--- config.mk ---
export PLATFORM = sky130hd
export DESIGN_NAME = md_ctrl
export DESIGN_NICKNAME = d
export VERILOG_FILES = /design/src/rtl/md_ctrl.sv
export SDC_FILE = /design/constraint.sdc
export NUM_CORES = 1
export LEC_CHECK = 0
export ABC_CLOCK_PERIOD_IN_PS = 1850
export CAP_MARGIN = 20
export CORE_AREA = 2 2 99 101
export CTS_BUF_LIST = sky130_fd_sc_hd__clkbuf_8
export CTS_CLUSTER_SIZE = 8
export DETAILED_ROUTE_END_ITERATION = 8
export DIE_AREA = 0 0 101 103
export HOLD_SLACK_MARGIN = 0.12
export PLACE_DENSITY = 0.7
export SKIP_CTS_REPAIR_TIMING = 1
export SLEW_MARGIN = 20
export SYNTH_ARGS = -nofsm -noshare
export SYNTH_HDL_FRONTEND = slang
export SYNTH_SLANG_ARGS = --single-unit
--- constraint.sdc ---
create_clock -name clk -period 1.85 [get_ports clk]
set_input_delay 0.37 -clock clk [delete_from_list [all_inputs] [get_ports clk]]
set_output_delay 0.37 -clock clk [all_outputs]
set_load 0.005 [all_outputs]
--- src/rtl/md_ctrl.sv ---
// md_ctrl: issue/handshake controller between decode and the multiply/divide unit.
// Arithmetic ops start the unit and hold decode off until the unit goes idle.
// mthi/mtlo and mfhi/mflo are single-cycle transfers taken in IDLE.
// Optional feature macro: MD_DIVZERO_GUARD_EN (drop div/divu with a zero divisor).
module md_ctrl (
    input  logic        clk,
    input  logic        reset,
    input  logic        req_valid,
    input  logic [2:0]  req_op,
    input  logic [31:0] req_a,
    input  logic [31:0] req_b,
    input  logic        flush,
    output logic        req_ready,
    output logic        stall,
    output logic [31:0] rd_data,
    output logic        rd_valid,
    output logic        md_start,
    output logic        md_mthi,
    output logic        md_mtlo,
    output logic [2:0]  md_op,
    output logic [31:0] md_a,
    output logic [31:0] md_b,
    input  logic        md_busy,
    input  logic [31:0] md_hi,
    input  logic [31:0] md_lo,
    output logic [15:0] issue_cnt
);

    localparam int unsigned CW = 16;

    // Request opcodes from decode
    localparam logic [2:0] OP_MULT  = 3'd0;
    localparam logic [2:0] OP_MULTU = 3'd1;
    localparam logic [2:0] OP_DIV   = 3'd2;
    localparam logic [2:0] OP_DIVU  = 3'd3;
    localparam logic [2:0] OP_MFHI  = 3'd4;
    localparam logic [2:0] OP_MFLO  = 3'd5;
    localparam logic [2:0] OP_MTHI  = 3'd6;
    localparam logic [2:0] OP_MTLO  = 3'd7;

    // Unit-side arithmetic encodings
    localparam logic [2:0] MD_MULT  = 3'd0;
    localparam logic [2:0] MD_MULTU = 3'd1;
    localparam logic [2:0] MD_DIV   = 3'd2;
    localparam logic [2:0] MD_DIVU  = 3'd3;

    typedef enum logic [1:0] {
        S_IDLE   = 2'd0,
        S_SETTLE = 2'd1,
        S_WAIT   = 2'd2
    } state_t;

    state_t      r_state;
    state_t      w_next;
    logic        w_hs;
    logic        w_div0;
    logic [CW-1:0] r_issue_cnt;

    // Zero-divisor detection, only active when the guard is built in
`ifdef MD_DIVZERO_GUARD_EN
    assign w_div0 = ((req_op == OP_DIV) || (req_op == OP_DIVU)) && (req_b == 32'd0);
`else
    assign w_div0 = 1'b0;
`endif

    assign md_a      = req_a;
    assign md_b      = req_b;
    assign issue_cnt = r_issue_cnt;

    // Accept only in IDLE with an idle unit; reset and flush both block acceptance
    assign req_ready = reset & ~flush & (r_state == S_IDLE) & ~md_busy;
    assign stall     = reset & req_valid & ~req_ready;
    assign w_hs      = req_valid & req_ready;

    // State register
    always_ff @(posedge clk or negedge reset) begin
        if (!reset) begin
            r_state <= S_IDLE;
        end else begin
            r_state <= w_next;
        end
    end

    // Issued-op counter, wraps naturally at 16 bits
    always_ff @(posedge clk or negedge reset) begin
        if (!reset) begin
            r_issue_cnt <= '0;
        end else if (md_start) begin
            r_issue_cnt <= r_issue_cnt + CW'(1);
        end
    end

    // Next state, command pulses and read-back mux
    always_comb begin
        w_next   = r_state;
        md_start = 1'b0;
        md_mthi  = 1'b0;
        md_mtlo  = 1'b0;
        rd_valid = 1'b0;
        rd_data  = 32'd0;
        md_op    = MD_MULT;

        case (req_op)
            OP_MULTU: md_op = MD_MULTU;
            OP_DIV:   md_op = MD_DIV;
            OP_DIVU:  md_op = MD_DIVU;
            default:  md_op = MD_MULT;
        endcase

        if (w_hs) begin
            case (req_op)
                OP_MULT, OP_MULTU, OP_DIV, OP_DIVU: md_start = ~w_div0;
                OP_MFHI: begin
                    rd_valid = 1'b1;
                    rd_data  = md_hi;
                end
                OP_MFLO: begin
                    rd_valid = 1'b1;
                    rd_data  = md_lo;
                end
                OP_MTHI: md_mthi = 1'b1;
                OP_MTLO: md_mtlo = 1'b1;
                default: ;
            endcase
        end

        // SETTLE hides the cycle before md_busy becomes visible
        case (r_state)
            S_IDLE:   if (md_start) w_next = S_SETTLE;
            S_SETTLE: w_next = S_WAIT;
            S_WAIT:   if (!md_busy) w_next = S_IDLE;
            default:  w_next = S_IDLE;
        endcase
    end

endmodule

==> results_dict.tcl, run 1 <==
set metrics [dict create \
    arrival_ps 1970 \
    htree_levels 1 \
    syn-num-nets 358 \
    synth_edf_count 0 \
    pwr-share-clk 0.258 \
    power_density_nw_per_um2 385 \
    ys.flop_type "dfrtp_1" \
    drc 0 \
    synth_cell_types 28 \
    place_area_sq_um 2850 \
    clk_path_buf_depth 2 \
    violations "negative setup slack" \
    ioPinCount 257 \
    routed_wl_um 8280 \
    yosysSeqAreaShare 0.253 \
    ys_seq_elements 18 \
    io_buffer_count 127 \
    drtPass1Iterations 4 \
    rrSetupSlack_ps -10 \
    layout_setup_ws_ps -495 \
    setup_viol_count_final 38 \
    cts_tree "built" \
    numCtsBuffers 3 \
    fmax_ghz 0.426 \
    avgSynthCellArea_sq_um 8.06 \
    ir_drop_mv 0.321 \
    gp_congestion 0.770 \
    ctsRootBufferMaster "clkbuf_8" \
    drive_gt1_frac 0.406 \
    critPathLaunchType "flip-flop" \
    power.total_mw 1.25 \
    post-place-ws_ps -1070 \
    clock_skew_ps 1.12 \
    die_y_um 103 \
    path_clk_slew_ps 70 \
    finalMaxSlewViolations 0 \
    routed-via-count 1899 \
    start_util 0.188 \
    syn-cell-area_sq_um 1780 \
    layout_commonest_cell "clkdlybuf4s50_1" \
    rsz0062_at_grt "yes" \
    final_cell_mix "clkdlybuf4s50_1 (83), a22oi_1 (32), buf_2 (29), buf_4 (23), nor2_4 (22)" \
    hold_ws_ps 166 \
    syn_inst 221 \
    status "finished with violations" \
    overflow 0 \
    endpoint_kind "output pin" \
    critPathKind "reg -> out" \
    final_area_sq_um 3240 \
    die_w_um 101 \
    rows 36 \
    drt_iter0_markers 73 \
    grt_max_degree 33 \
    cp_max_fo 5 \
    power.leakage_nw 1.42 \
    critPathRequiredTime_ps 1480 \
    core_sq_um 9460 \
    period_needed_ps 2340 \
    wire_per_inst_um 19.3 \
    final-hold-violation-count 0 \
    die_area_sq_um 10400 \
    hp-class "in -> async" \
    p_int_mw 0.908 \
    combPwrFrac 0.374 \
    drv_cap 0 \
    seq_power_share 0.369 \
    via_per_inst 4.42 \
    final_nets 453 \
    clkLatencyLatePin_ps 250 \
    grt_pass1_vias 1625 \
    p_switching_mw 0.341 \
    async_flop_share 1.00 \
    antenna_found_initial 2 \
    dpl.hpwl_um 6250 \
    synth_warnings 0 \
    clock-sinks 18 \
    fin_crit_sh 1.27 \
    ant_nets 0 \
    grt_pass1_wl_um 9740 \
    swShare 0.273 \
    area_growth_pct 81.9 \
    grtUsageTotal 0.124 \
]
## critical path, stage by stage, from the launching register on
cell and delay (ps):
dfrtp_1 380, or3b_4 420, nor3_4 240, nand2_4 100
buf_6 140, buf_12 130, buf_8 130, nor2_4 70
buf_2 110
## power by group through the flow
| stage | clock (mW) | combinational (mW) | sequential (mW) |
|---|---|---|---|
| 6_report | 0.322 | 0.467 | 0.460 |
| 3_3_place_gp | 0 | 0.390 | 0.466 |
| 4_1_cts | 0.334 | 0.404 | 0.461 |
| 5_1_grt | 0.346 | 0.500 | 0.465 |
| 2_1_floorplan | 0 | 0.214 | 0.465 |
| 3_5_place_dp | 0 | 0.401 | 0.468 |
## flip-flops by register name (all words and copies together), names as in the netlist
register and flops:
issue_cnt 16, r_state 2
## metrics by stage
stage / util / TNS [ps] / std cells
after CTS: 0.307 / -40950 / 410
after floorplan: - / 0 / 221
after detailed placement: 0.301 / -44280 / 406
after global routing: 0.342 / -18080 / 429
final: 0.342 / -14980 / 430
after global placement: 0.301 / -44160 / 406
## per-layer routing
metal,wire length (um),vias to the layer above,global-route usage
met3,963,2,0.0746
li1,-,871,-
met2,4480,131,0.214
met1,2820,893,0.139
met5,13,-,0
met4,0,2,0.00312
## cell usage after synthesis (3+ instances only)
master    count  area share
nand3_1       5       0.014
nand4_1       3       0.011
buf_4        66        0.28
xnor2_1       7       0.034
a22oi_1      32        0.13
nor2_1       41       0.086
nand2_1       9       0.019
clkbuf_1      9       0.019
nor3_1        3      0.0084
dfrtp_1      18        0.25
xor2_1        8       0.039
## path summary, 6_finish.rpt
path / from / end / cells past startpoint
max reg2reg: r_state[1]$_DFFE_PN0P_ / issue_cnt[11]$_DFFE_PN0P_ / 5
max in group asynchronous: reset / issue_cnt[3]$_DFFE_PN0P_ / 2
min in group clk: issue_cnt[15]$_DFFE_PN0P_ / issue_cnt[15]$_DFFE_PN0P_ / 1
min: reset / issue_cnt[12]$_DFFE_PN0P_ / 2
min reg2reg: issue_cnt[15]$_DFFE_PN0P_ / issue_cnt[15]$_DFFE_PN0P_ / 1
max: r_state[1]$_DFFE_PN0P_ / rd_data[23] / 8
## layout make-up
cell class              instances  area (sq um)
inverters                       1          3.75
repair buffers                166          1540
diodes                          1          2.50
well taps                     114           143
fillers                      1015          6220
clock buffers                   4          55.1
multi-input cells             126          1050
flip-flops and latches         18           450
## logic make-up after synthesis
group                      after synthesis  synth area share
and+or+nand+nor                         75             0.212
xor gates and xnor gates                15            0.0738
other                                    1           0.00211
DFF                                     18             0.253
adders and majority gates                1           0.00703
AOI/OAI and AO/OA                       32             0.135
buffers and inverters                   77             0.306
muxes                                    2            0.0119
Power figures use the tool's default switching activity.
==> run 2, diff against run 1 <==
Settings changed: ABC_AREA set to 0, SLEW_MARGIN 20 to 15.
==> results of run 2 <==
Same layout as run 1: the final DEF is identical, and so are final timing and power.
